`src/rtl/song_nav_controller_pkg.sv`:
```
// Shared constants for the song navigation front-end: play modes and button roles.
package song_nav_controller_pkg;

  localparam logic [2:0] MODE_AUTO   = 3'b011;
  localparam logic [2:0] MODE_MANUAL = 3'b001;
  localparam logic [2:0] MODE_LEARN  = 3'b111;

  localparam int BTN_PREV  = 0;
  localparam int BTN_PAUSE = 1;
  localparam int BTN_NEXT  = 2;

endpackage

```
`src/rtl/song_nav_controller_btn_debounce.sv`:
```
// Single-button debouncer: one registered press pulse after GAP consecutive high samples,
// plus an optional hold-repeat pulse every REPEAT cycles (REPEAT=0 builds no repeat logic).
module btn_debounce #(
  parameter int CNT_W  = 25,
  parameter int GAP    = 4,
  parameter int REPEAT = 0
) (
  input  logic clk,
  input  logic rst_n,
  input  logic clr,
  input  logic btn,
  output logic press
);

  localparam logic [CNT_W-1:0] GAP_C = CNT_W'(GAP);

  logic [CNT_W-1:0] cnt_q, cnt_d;
  logic             press_q, press_d;
  logic             rpt_fire;

  always_comb begin
    cnt_d   = cnt_q;
    press_d = 1'b0;
    if (clr || !btn) begin
      cnt_d = '0;
    end else begin
      if (cnt_q != GAP_C) cnt_d = cnt_q + 1'b1;
      press_d = (cnt_q == GAP_C - 1'b1) || rpt_fire;
    end
  end

  generate
    if (REPEAT > 0) begin : g_rpt
      localparam int RW = $clog2(REPEAT + 1);
      logic [RW-1:0] rpt_q;
      logic          hold;

      // Repeat timing starts only once the debounce counter has saturated.
      assign hold     = btn && !clr && (cnt_q == GAP_C);
      assign rpt_fire = hold && (rpt_q == RW'(REPEAT - 1));

      always_ff @(posedge clk) begin
        if (!rst_n || !hold) rpt_q <= '0;
        else if (rpt_fire)   rpt_q <= '0;
        else                 rpt_q <= rpt_q + 1'b1;
      end
    end else begin : g_norpt
      assign rpt_fire = 1'b0;
    end
  endgenerate

  always_ff @(posedge clk) begin
    if (!rst_n) begin
      cnt_q   <= '0;
      press_q <= 1'b0;
    end else begin
      cnt_q   <= cnt_d;
      press_q <= press_d;
    end
  end

  assign press = press_q;

endmodule

```
`src/rtl/song_nav_controller.sv`:
```
// Button front-end: debounced press pulses drive prev/next song selection and pause toggling.
// Optional macro SONG_NAV_AUTO_REPEAT_EN enables hold-repeat on the prev/next buttons.
`ifndef GAP
`define GAP 2000000
`endif
module song_nav_controller
  import song_nav_controller_pkg::*;
#(
  parameter int N_BTN      = 3,
  parameter int CNT_W      = 25,
  parameter int GAP        = `GAP,
  parameter int NUM_SONGS  = 4,
  parameter int SONG_W     = 2,
  parameter int REPEAT_GAP = 2 * `GAP
) (
  input  logic              clk,
  input  logic              rst_n,
  input  logic [2:0]        mode,
  input  logic [N_BTN-1:0]  button,
  output logic [N_BTN-1:0]  press,
  output logic              pause,
  output logic [SONG_W-1:0] song_num,
  output logic              song_changed
);

  localparam logic [SONG_W-1:0] LAST_SONG = SONG_W'(NUM_SONGS - 1);

  generate
    if (N_BTN < 3 || GAP < 1 || REPEAT_GAP < 1 || NUM_SONGS < 2 ||
        (2 ** SONG_W) < NUM_SONGS) begin : g_bad_param
      $error("song_nav_controller: illegal parameter combination");
    end
  endgenerate

  logic              auto_en, sel_en;
  logic [N_BTN-1:0]  clr, press_w;
  logic [SONG_W-1:0] song_q, song_d;
  logic              pause_q, pause_d;
  logic              changed_q, changed_d;

  assign auto_en = (mode == MODE_AUTO);
  assign sel_en  = (mode == MODE_AUTO) || (mode == MODE_LEARN);

  generate
    for (genvar i = 0; i < N_BTN; i++) begin : g_btn
`ifdef SONG_NAV_AUTO_REPEAT_EN
      localparam int RPT = (i == BTN_PREV || i == BTN_NEXT) ? REPEAT_GAP : 0;
`else
      localparam int RPT = 0;
`endif
      // Gated buttons lose their count so a mode change restarts debouncing.
      if (i == BTN_PREV || i == BTN_NEXT) begin : g_sel
        assign clr[i] = !sel_en;
      end else if (i == BTN_PAUSE) begin : g_pause
        assign clr[i] = !auto_en;
      end else begin : g_free
        assign clr[i] = 1'b0;
      end

      btn_debounce #(
        .CNT_W  (CNT_W),
        .GAP    (GAP),
        .REPEAT (RPT)
      ) u_db (
        .clk   (clk),
        .rst_n (rst_n),
        .clr   (clr[i]),
        .btn   (button[i]),
        .press (press_w[i])
      );
    end
  endgenerate

  always_comb begin
    song_d    = song_q;
    changed_d = 1'b0;
    pause_d   = pause_q;
    if (!sel_en) begin
      song_d = '0;
    end else if (press_w[BTN_PREV] ^ press_w[BTN_NEXT]) begin
      changed_d = 1'b1;
      if (press_w[BTN_NEXT]) song_d = (song_q == LAST_SONG) ? '0 : song_q + 1'b1;
      else                   song_d = (song_q == '0) ? LAST_SONG : song_q - 1'b1;
    end
    // A song change wins over a simultaneous pause toggle.
    if (!auto_en || changed_d)  pause_d = 1'b0;
    else if (press_w[BTN_PAUSE]) pause_d = !pause_q;
  end

  always_ff @(posedge clk) begin
    if (!rst_n) begin
      song_q    <= '0;
      pause_q   <= 1'b0;
      changed_q <= 1'b0;
    end else begin
      song_q    <= song_d;
      pause_q   <= pause_d;
      changed_q <= changed_d;
    end
  end

  assign press        = press_w;
  assign song_num     = song_q;
  assign pause        = pause_q;
  assign song_changed = changed_q;

endmodule
```
`config.mk`:
```
export PLATFORM = sky130hd
export DESIGN_NAME = song_nav_controller
export DESIGN_NICKNAME = d
export VERILOG_FILES = /design/src/rtl/song_nav_controller_pkg.sv /design/src/rtl/song_nav_controller_btn_debounce.sv /design/src/rtl/song_nav_controller.sv
export SDC_FILE = /design/constraint.sdc
export NUM_CORES = 1
export LEC_CHECK = 0
export ABC_AREA = 1
export BUFFER_PORTS_ARGS = -buffer_cell sky130_fd_sc_hd__clkbuf_2
export CORE_AREA = 5 5 184 115
export CTS_CLUSTER_SIZE = 16
export DETAILED_ROUTE_END_ITERATION = 7
export DIE_AREA = 0 0 189 120
export HOLD_SLACK_MARGIN = 0.08
export SLEW_MARGIN = 10
export SYNTH_ARGS = -nofsm -noshare
export SYNTH_HDL_FRONTEND = slang
export SYNTH_SLANG_ARGS = --single-unit
```
`constraint.sdc`:
```
create_clock -name clk -period 4 [get_ports clk]
set_input_delay 0.8 -clock clk [delete_from_list [all_inputs] [get_ports clk]]
set_output_delay 0.8 -clock clk [all_outputs]
set_load 0.01 [all_outputs]
```
==> impl_results.md, run 1 <==
* Setup total negative slack at 0 ps
* Mapped Area at 4710 um^2
* Largest cells by area after synthesis: dfxtp_1, nand2_1, nor2_1
* Tightest Pin Transition at roughly 670 ps
* Minimum clock period at around 2200 ps
* Net Count, Synth at 785
* WL met2 at roughly 4000 um
* Synthesis-to-finish area growth at 14.3%
* Final Hold Fails at 0
* Achievable Freq at 465 MHz
* Static Leak at between 1.5 and 2 nW
* Non-Filler Instances at roughly 1000
* Commonest cells after routing, fill and taps aside: nand2_1, nor2_1, inv_1
* Share of the synthesized area in the top cell type at a little over a third
* Syn Inst Count at roughly 770
* Number of nets in the layout at approximately 800
* Synth Area per Inst at approximately 6.1 um^2
* Tcrit/Tclk final at a little over half
* H-tree depth at 3
* First-pass GRT wire length at 19500 um
* Max Slew Vio Count at 0
* I/O Pins at 15
* Diodes inserted at 0
* Max_slew headroom at 55.4%
* CTS Buffer Depth at 2
* # fillers at 2166
* Post-CTS resize count at 0
* Clk pin slew, worst setup/hold paths at 60 ps
* Max Used Layer: met4
* TritonCTS clock tree: yes
* Seq/Total Area, Yosys at between 30% and 40%
* Share of layout cells above drive strength 1 at 6.46%
* DRT antenna net count at 0
* Largest net degree at the start of global routing at 21
* Dpl cells at 1026
* WL final at between 10000 and 15000 um
* Tot GR Track Use at around a tenth
* Worst Skew at between 10 and 15 ps
* Initial antenna violation count at 0
* Worst Setup Start Kind: input pin
* CTS sink cnt at a little over 80
* Die area at about 23000 um^2
* Via density at about 4.4
* Number of remaining DRC errors at 0
* Setup bufs post-CTS at 0
* Max Cap Viol at 0
* Clock Tree Root: clkbuf_16
* Core Box Area at a little under 20000 um^2
* Grt ovf at 0
* Critical Path Fanout Max at 15
* Die W at between 150 and 200 um
* Crit path kind: in -> reg
* DP Wirelength at between 8000 and 9000 um
* TritonCTS buffer count at 9
* Flops & latches, synth at 82
* Chip height at 120 um
* Hold crit path type: reg -> reg
* Yosys warning count at 0
* Synth unique cells at 30
* RSZ-0062 raised after global routing: false
* Row count at 40
* Initial drt markers at 372
* Fin util at roughly 28%
* Detail Route met3 WL at slightly below 700 um
* Metal-1 WL at roughly 6800 um
* Final setup viols at 0
* Worst endpoint data arrival time at roughly 2400 ps
* Status: completed
* Initial Utilization at 24.2%
* Worst setup EP type: flop
* Routed via count at between 4000 and 5000
* Initial DRT Pass Iterations at 5
* P per Cell Area at 339 nW/um^2
* WP data required at ~4300 ps
* Commonest non-fill, non-tap cell in the layout: nand2_1
* Area leader, netlist: dfxtp_1
* Clk_lat worst skew at 350 ps
* Final GP Congestion at 0.836
* Post-CTS Hold Buffers at 0
* Drt wl/cell at between 10 and 15 um
* Worst ir drop on vdd at 0.197 mV
* Vias in the first global route at 3805
* Buffers on Ports at 14
[worst max-delay path, stage by stage]
cell and delay (ps):
clkbuf_2 70, nand2_1 90, nor2_4 150, nand3_1 490, inv_1 520, o21ai_0 160, a21oi_1 140
[final cells by class]
cell class	instances	area, um^2	area share [%]
clock buffers	10	239	4.44
clock inverters	6	114	2.12
inverters	101	379	7.04
multi-input cells	577	2620	48.7
flip-flops and latches	82	1640	30.5
well taps	252	315	5.86
repair buffers	14	70.1	1.30
[synth_stat cells, drive strengths merged]
library cell	n
o21ai	39
buf	6
xnor2	4
xor2	2
nor2	179
nor3	10
a31oi	1
a21oi	54
ha	8
nand3	56
o21bai	1
o21a	3
nand2	203
nor3b	1
inv	101
nand4	10
dfxtp	82
nand3b	5
clkbuf	3
and2	1
[path summary, 6_finish.rpt]
kind | from | end | slack [ps] | depth (start not counted)
max | mode[1] | g_btn[1].u_db.cnt_q[3]$_SDFFE_PP0P_ | 1850 | 7
min | g_btn[2].u_db.cnt_q[24]$_SDFFE_PP0P_ | g_btn[2].u_db.cnt_q[24]$_SDFFE_PP0P_ | 480 | 2
max reg2reg | g_btn[0].u_db.cnt_q[0]$_SDFFE_PP0P_ | g_btn[0].u_db.cnt_q[22]$_SDFFE_PP0P_ | 2350 | 8
min reg2reg | g_btn[2].u_db.cnt_q[24]$_SDFFE_PP0P_ | g_btn[2].u_db.cnt_q[24]$_SDFFE_PP0P_ | 480 | 2
[kinds of logic (layout without fill, tap and decap cells)]
group	count (synthesis)	count (layout)	share of synthesized area (%)
buffers and inverters	110	131	9.43
and+or+nand+nor	465	465	41.8
DFF	82	82	34.9
AOI/OAI and AO/OA	98	98	10.7
xor gates and xnor gates	6	6	1.12
adders and majority gates	8	8	2.13
[power by group]
group	internal (mW)	total (mW)	switching (mW)
combinational	0.00696	0.0210	0.0140
clock	0.628	0.986	0.358
sequential	0.817	0.818	0.000788
total	1.45	1.82	0.373
[flip-flops by register name, summed over array words and instances, names as in the netlist]
name	count
g_btn.u_db.cnt_q	75
g_btn.u_db.press	3
song_num	2
pause	1
song_changed	1
[routing by layer]
| metal | global-route usage, % | up-vias |
|---|---|---|
| met5 | 0 | - |
| met1 | 17.3 | 1994 |
| met4 | 2.00 | 0 |
| met2 | 12.9 | 112 |
| met3 | 2.91 | 7 |
| li1 | - | 2454 |
[through the flow]
step	total power [mW]	hold slack [ps]	instance area (um^2)	setup slack (ps)
after global routing	1.88	502	5380	1640
after detailed placement	0.857	471	5030	1460
after floorplan	0.851	452	4710	2350
after global placement	0.857	474	5030	1550
final	1.82	480	5380	1850
after CTS	1.85	484	5380	1820
(Power assumes the default switching activity.)
==> run 2, diff against run 1 <==
==> constraint.sdc (replaced) <==
create_clock -name clk -period 1.8 [get_ports clk]
set_input_delay 0.36 -clock clk [delete_from_list [all_inputs] [get_ports clk]]
set_output_delay 0.36 -clock clk [all_outputs]
set_load 0.01 [all_outputs]
==> run 2 against run 1 <==
Final area increased by 0.23%. Setup slack worse by 1600 ps. Via count rose by 0.70%. Sequential power is 120% higher. Clock skew about the same. First-iteration DRC count is 25% higher. Power rose by 120%. Combinational power up 140%. Non-clock buffer count increased by 4. Clock power rose by 120%. Critical endpoint is now g_btn[0].u_db.cnt_q[18]$_SDFFE_PP0P_. Highest routed layer unchanged.
==> impl_results.md, run 2 (synthesis gave the netlist of run 1 again) <==
* Initial Utilization at 24.2% (unchanged)
* Achievable Freq at around 630 MHz
* Reg2Reg Setup Slack at 210 ps (was 2350 ps)
* Critical-path cell list: ha_1 -> nand2_1 -> nor2_4 -> nand3b_1 -> o21bai_1 -> nand2_1 -> nor2_1 (was clkbuf_2 -> nand2_1 -> nor2_4 -> nand3_1 -> inv_1 -> o21ai_0 -> a21oi_1)
* Row count at 40 (unchanged)
* CTS Buffer Depth at 2 (unchanged)
* Post-CTS Hold Buffers at 0 (unchanged)
* Worst path slowest cell: dfxtp_1 (was inv_1)
* Tcrit/Tclk final at about nine tenths
* Initial DRT Pass Iterations at 5 (unchanged)
* Synthesis-to-finish area growth at 14.6% (was 14.3%)
* Reg with most FFs: g_btn.u_db.cnt_q (unchanged)
* Post-CTS resize count at 0 (unchanged)
* Clock Tree Root: clkbuf_16 (unchanged)
* Dpl cells at 1030 (was 1026)
* RR Startpoint: g_btn[0].u_db.cnt_q[1]$_SDFFE_PP0P_ (was g_btn[0].u_db.cnt_q[0]$_SDFFE_PP0P_)
* Die area at 22700 um^2 (unchanged)
* Commonest cells after routing, fill and taps aside: nand2_1, nor2_1, inv_1 (unchanged)
* Worst endpoint data arrival time at 1870 ps (was 2430 ps)
* Commonest non-fill, non-tap cell in the layout: nand2_1 (unchanged)
* Via density at 4.40 (was 4.38)
* Tightest Pin Transition at 614 ps (was 666 ps)
* Crit path kind: reg -> reg (was in -> reg)
* Initial antenna violation count at 0 (unchanged)
* DRT antenna net count at 0 (unchanged)
* Worst slack at placement at 253 ps (was 1460 ps)
* Critical path depth at 7 (unchanged)
* Hold path startpoint: mode[2] (was g_btn[2].u_db.cnt_q[24]$_SDFFE_PP0P_)
* Area of the multi-input gates at 2620 um^2 (unchanged)
* RR Endpoint: g_btn[0].u_db.cnt_q[18]$_SDFFE_PP0P_ (was g_btn[0].u_db.cnt_q[22]$_SDFFE_PP0P_)
* Clk pin slew, worst setup/hold paths at 60 ps (about the same)
* Status: completed (unchanged)
* Worst ir drop on vdd at 0.566 mV (was 0.197 mV)
* Grt ovf at 0 (unchanged)
* WL final at 11700 um (was 11600 um)
* Worst hold slack at 275 ps (was 480 ps)
* H-tree depth at 3 (unchanged)
* Setup bufs post-CTS at 0 (unchanged)
* Design area at 5390 um^2 (was 5380 um^2)
* Core Box Area at 19500 um^2 (unchanged)
* Most used cell, CP: nand2_1
* Clk_lat worst skew at 350 ps (about the same)
* Max Cap Viol at 0 (unchanged)
* Diodes inserted at 0 (unchanged)
* Worst Hold Path Cells at 4 (was 2)
* Drt wl/cell at 11.2 um (was 11.1 um)
* CTS sink cnt at 82 (unchanged)
* Setup ws final at 209 ps (was 1850 ps)
* Setup total negative slack at 0 ps (unchanged)
* Hold crit path type: in -> reg (was reg -> reg)
* Number of nets in the layout at 805 (was 801)
* Die W at 189 um (unchanged)
* Final total power at 3.99 mW (was 1.82 mW)
* Delay-heaviest family, CP: simple AND/OR/NAND/NOR gates (unchanged)
* RSZ-0062 raised after global routing: false (unchanged)
* Final Hold Fails at 0 (unchanged)
* Largest stage delay, worst path at 400 ps (was 520 ps)
* Min-Delay Endpoint: pause$_SDFFE_PP0P_ (was g_btn[2].u_db.cnt_q[24]$_SDFFE_PP0P_)
* Reg2Reg Depth at 7 (was 8)
* Largest net degree at the start of global routing at 18 (was 21)
* WP data required at 2080 ps (was 4270 ps)
* Worst Skew at 10.9 ps (was 10.5 ps)
* Worst setup EP type: flop (unchanged)
* Number of remaining DRC errors at 0 (unchanged)
* First-pass GRT wire length at 19700 um (was 19500 um)
* TritonCTS buffer count at 9 (unchanged)
* # fillers at 2131 (was 2166)
* Register Area at 1640 um^2 (unchanged)
* Worst Setup Start Kind: flop (was input pin)
* Routed via count at 4599 (was 4567)
* Initial drt markers at 465 (was 372)
* Static Leak at 1.74 nW (was 1.72 nW)
* Final setup viols at 0 (unchanged)
* Critical Path Fanout Max at 8 (was 15)
* P per Cell Area at 739 nW/um^2 (was 339 nW/um^2)
* Chip height at 120 um (unchanged)
* I/O Pins at 15 (unchanged)
* Share of layout cells above drive strength 1 at 6.68% (was 6.46%)
* Max Slew Vio Count at 0 (unchanged)
* Area post-placement at 5060 um^2 (was 5030 um^2)
* Final GP Congestion at 0.896 (was 0.836)
* Max_slew headroom at 58.8% (was 55.4%)
* Max reg flops at 75 (unchanged)
* DP Wirelength at 9010 um (was 8820 um)
* Minimum clock period at between 1500 and 2000 ps
* Vias in the first global route at 3906 (was 3805)
* Buffers on Ports at 14 (unchanged)
* Fin util at 27.7% (was 27.6%)
* Non-Filler Instances at 1046 (was 1042)
* Tot GR Track Use at 10.6% (was 10.5%)
* TritonCTS clock tree: yes (unchanged)
* Worst Path Buf+Inv at 0 (was 2)
==> run 2: cell types whose count changed in the layout (fill, tap and decap cells not counted) <==
cell	delta
buf_4	+4
clkbuf_1	+2
clkbuf_8	-1
clkinv_2	+1
clkinv_4	-1
clkinvlp_4	-1
==> run 2: worst max path at each step <==
stage	slack (ps)	from	to
final	210	g_btn[0].u_db.cnt_q[1]$_SDFFE_PP0P_	g_btn[0].u_db.cnt_q[18]$_SDFFE_PP0P_
after global routing	50	g_btn[1].u_db.cnt_q[1]$_SDFFE_PP0P_	g_btn[1].u_db.cnt_q[22]$_SDFFE_PP0P_
after CTS	240	g_btn[0].u_db.cnt_q[1]$_SDFFE_PP0P_	g_btn[0].u_db.cnt_q[22]$_SDFFE_PP0P_
after detailed placement	250	g_btn[0].u_db.cnt_q[1]$_SDFFE_PP0P_	g_btn[0].u_db.cnt_q[22]$_SDFFE_PP0P_
after global placement	260	g_btn[0].u_db.cnt_q[0]$_SDFFE_PP0P_	g_btn[0].u_db.cnt_q[22]$_SDFFE_PP0P_
after floorplan	480	g_btn[1].u_db.cnt_q[0]$_SDFFE_PP0P_	g_btn[1].u_db.cnt_q[22]$_SDFFE_PP0P_
==> run 2: final cells by class <==
| type | count | share of cell area, % |
|---|---|---|
| inverter | 101 | 7.03 |
| multi-input combinational | 577 | 48.6 |
| clock buffer | 11 | 4.31 |
| tap | 252 | 5.85 |
| timing repair buffer | 18 | 1.86 |
| sequential | 82 | 30.4 |
| clock inverter | 5 | 1.90 |
==> run 2: power by group <==
group / internal (mW) / leakage, nW / switching, mW
clock network: 1.35 / 0.160 / 0.765
registers: 1.82 / 0.660 / 0.00180
logic: 0.0181 / 0.919 / 0.0320
total: 3.19 / 1.74 / 0.799
==> run 2: worst min-delay path: cells and delay by family <==
family | cells | cell delay (ps)
AND/OR/NAND/NOR | 2 | 100
buffers and inverters | 2 | 110
==> run 2: routing by layer <==
layer	global-route usage (%)	part of all wire, %	up-vias
met3	3.08	6.2	9
met2	12.5	34	112
met4	2.09	0.75	0
met1	17.8	59	2017
met5	0	0	-
li1	-	-	2461
==> run 3, diff against run 2 <==
==> constraint.sdc (replaced) <==
create_clock -name clk -period 1.52 [get_ports clk]
set_input_delay 0.304 -clock clk [delete_from_list [all_inputs] [get_ports clk]]
set_output_delay 0.304 -clock clk [all_outputs]
set_load 0.01 [all_outputs]
==> run 3 against run 2 <==
Setup slack got worse by 120 ps. Via count is 2.4% higher. Maximum frequency up 11%. Clock power rose by 9%. Final area increased by 4.9%. Non-clock buffer count up 29. Count of clock-buffer cells in the layout fell by 1. Critical endpoint is now g_btn[0].u_db.press$_SDFF_PP0_. Largest cell class unchanged.
==> impl_results.md, run 3 (synthesis gave the netlist of run 1 again) <==
* Worst ir drop on vdd at 0.463 mV (was 0.566 mV)
* RR Endpoint: g_btn[0].u_db.press$_SDFF_PP0_ (was g_btn[0].u_db.cnt_q[18]$_SDFFE_PP0P_)
* Worst setup EP type: flop (unchanged)
* Min-Delay Endpoint: pause$_SDFFE_PP0P_ (unchanged)
* Tcrit/Tclk final at 94.3% (was 88.4%)
* Via density at 4.38 (was 4.40)
* Reg with most FFs: g_btn.u_db.cnt_q (unchanged)
* Initial drt markers at 508 (was 465)
* Die area at 22700 um^2 (unchanged)
* Final Hold Fails at 0 (unchanged)
* Max Slew Vio Count at 0 (unchanged)
* Critical Path Fanout Max at 6 (was 8)
* Buffers on Ports at 14 (unchanged)
* TritonCTS clock tree: yes (unchanged)
* Synthesis-to-finish area growth at 20.2% (was 14.6%)
* Drt wl/cell at 11.3 um (was 11.2 um)
* Minimum clock period at 1430 ps (was 1590 ps)
* Commonest cells after routing, fill and taps aside: nand2_1, nor2_1, inv_1 (unchanged)
* Initial Utilization at 24.2% (unchanged)
* Diodes inserted at 0 (unchanged)
* Area post-placement at 5260 um^2 (was 5060 um^2)
* Achievable Freq at 698 MHz (was 628 MHz)
* Max_slew headroom at 78.3% (was 58.8%)
* Grt ovf at 0 (unchanged)
* Setup total negative slack at 0 ps (unchanged)
* Final GP Congestion at 0.885 (was 0.896)
* Number of nets in the layout at 834 (was 805)
* P per Cell Area at 800 nW/um^2 (was 739 nW/um^2)
* Hold path startpoint: mode[2] (unchanged)
* Fin util at 29.1% (was 27.7%)
* Tightest Pin Transition at 323 ps (was 614 ps)
* Vias in the first global route at 4163 (was 3906)
* DP Wirelength at 9500 um (was 9010 um)
* CTS Buffer Depth at 2 (unchanged)
* RSZ-0062 raised after global routing: false (unchanged)
* Worst Skew at 9.19 ps (was 10.9 ps)
* Crit path kind: reg -> reg (unchanged)
* Routed via count at 4708 (was 4599)
* Worst path slowest cell: dfxtp_4 (was dfxtp_1)
* WL final at 12200 um (was 11700 um)
* Chip height at 120 um (unchanged)
* GR Util met3 at 3.02% (was 3.08%)
* Row count at 40 (unchanged)
* Post-CTS Hold Buffers at 0 (unchanged)
* Worst endpoint data arrival time at 1700 ps (was 1870 ps)
* TritonCTS buffer count at 9 (unchanged)
* Area of the multi-input gates at 2680 um^2 (was 2620 um^2)
* Clk_lat worst skew at 340 ps (was 350 ps)
* Design area at 5660 um^2 (was 5390 um^2)
* I/O Pins at 15 (unchanged)
* Largest stage delay, worst path at 360 ps (was 400 ps)
* Final total power at 4.53 mW (was 3.99 mW)
* Reg2Reg Setup Slack at 90 ps (was 210 ps)
* Worst Hold Path Cells at 4 (unchanged)
* Initial antenna violation count at 1 (was 0)
* Reg2Reg Depth at 7 (unchanged)
* Static Leak at 1.88 nW (was 1.74 nW)
* Share of layout cells above drive strength 1 at 12.4% (was 6.68%)
* Worst Setup Start Kind: flop (unchanged)
* Most used cell, CP: nor2_1 (was nand2_1)
* Met2 GRT Util at 13.8% (was 12.5%)
* Die W at 189 um (unchanged)
* Setup ws final at 87.2 ps (was 209 ps)
* GR Util met1 at 17.9% (was 17.8%)
* Number of remaining DRC errors at 0 (unchanged)
* Initial DRT Pass Iterations at 5 (unchanged)
* Critical-path cell list: ha_2 -> nand2_2 -> nor2_4 -> nand3_1 -> nor2_1 -> nand4_1 -> nor2_1 (was ha_1 -> nand2_1 -> nor2_4 -> nand3b_1 -> o21bai_1 -> nand2_1 -> nor2_1)
* DRT antenna net count at 0 (unchanged)
* Commonest non-fill, non-tap cell in the layout: nand2_1 (unchanged)
* H-tree depth at 3 (unchanged)
* Worst slack at placement at 37.5 ps (was 253 ps)
* Final setup viols at 0 (unchanged)
* Clk pin slew, worst setup/hold paths at 60 ps (about the same)
* RR Startpoint: g_btn[0].u_db.cnt_q[0]$_SDFFE_PP0P_ (was g_btn[0].u_db.cnt_q[1]$_SDFFE_PP0P_)
* Register Area at 1650 um^2 (was 1640 um^2)
* CTS sink cnt at 82 (unchanged)
* Max Cap Viol at 0 (unchanged)
* Clock Tree Root: clkbuf_16 (unchanged)
* Hold crit path type: in -> reg (unchanged)
* Tot GR Track Use at 11.0% (was 10.6%)
* Status: completed (unchanged)
* Largest net degree at the start of global routing at 14 (was 18)
* Top Usage Layer GRT: met1 (unchanged)
* Max reg flops at 75 (unchanged)
* First-pass GRT wire length at 20400 um (was 19700 um)
* WP data required at 1790 ps (was 2080 ps)
* Core Box Area at 19500 um^2 (unchanged)
* # fillers at 2089 (was 2131)
-- run 3: power breakdown --
part / switching [mW] / internal [mW] / leakage [nW] / total (mW)
Sequential: 0.00219 / 2.15 / 0.663 / 2.15
Combinational: 0.0397 / 0.0278 / 1.07 / 0.0675
Clock: 0.882 / 1.43 / 0.145 / 2.31
-- run 3: worst max-delay path: cells and delay by family (launching register included) --
family	cells	cell delay (ps)
flops	1	360
fa+ha+maj	1	200
simple gates	6	810
-- run 3: layer usage --
metal / wire [um] / share of wire (%)
met2: 4280 / 35
met1: 6900 / 57
met3: 894 / 7.4
met5: 12 / 0.099
met4: 76 / 0.62
-- run 3: worst max-delay path by stage --
stage	from	endpoint	cells past startpoint
2_1_floorplan	g_btn[1].u_db.cnt_q[0]$_SDFFE_PP0P_	g_btn[1].u_db.cnt_q[22]$_SDFFE_PP0P_	8
5_1_grt	g_btn[1].u_db.cnt_q[3]$_SDFFE_PP0P_	g_btn[1].u_db.cnt_q[21]$_SDFFE_PP0P_	7
4_1_cts	g_btn[0].u_db.cnt_q[0]$_SDFFE_PP0P_	g_btn[0].u_db.cnt_q[22]$_SDFFE_PP0P_	8
3_3_place_gp	g_btn[2].u_db.cnt_q[1]$_SDFFE_PP0P_	g_btn[2].u_db.cnt_q[22]$_SDFFE_PP0P_	8
6_report	g_btn[0].u_db.cnt_q[0]$_SDFFE_PP0P_	g_btn[0].u_db.press$_SDFF_PP0_	7
3_5_place_dp	g_btn[0].u_db.cnt_q[1]$_SDFFE_PP0P_	g_btn[0].u_db.cnt_q[22]$_SDFFE_PP0P_	8
-- run 3: cell type report --
type / instances / share of cell area, %
clock inverters: 5 / 1.41
inverters: 101 / 6.70
well taps: 252 / 5.57
repair buffers: 47 / 5.84
flip-flops and latches: 82 / 29.2
clock buffers: 10 / 4.05
multi-input cells: 577 / 47.3
-- run 3: timing repair --
item                                    in CTS  in global routing
endpoints found under the setup margin       0                 23
setup buffers                                0                  4
resized for setup                            0                 24
-- run 3: metrics by stage --
stage                     instances  hold WS, ps
after CTS                      1070          211
after detailed placement       1055          469
final                          1074          226
after global routing           1074          234
after floorplan                 769          452
after global placement         1055          464
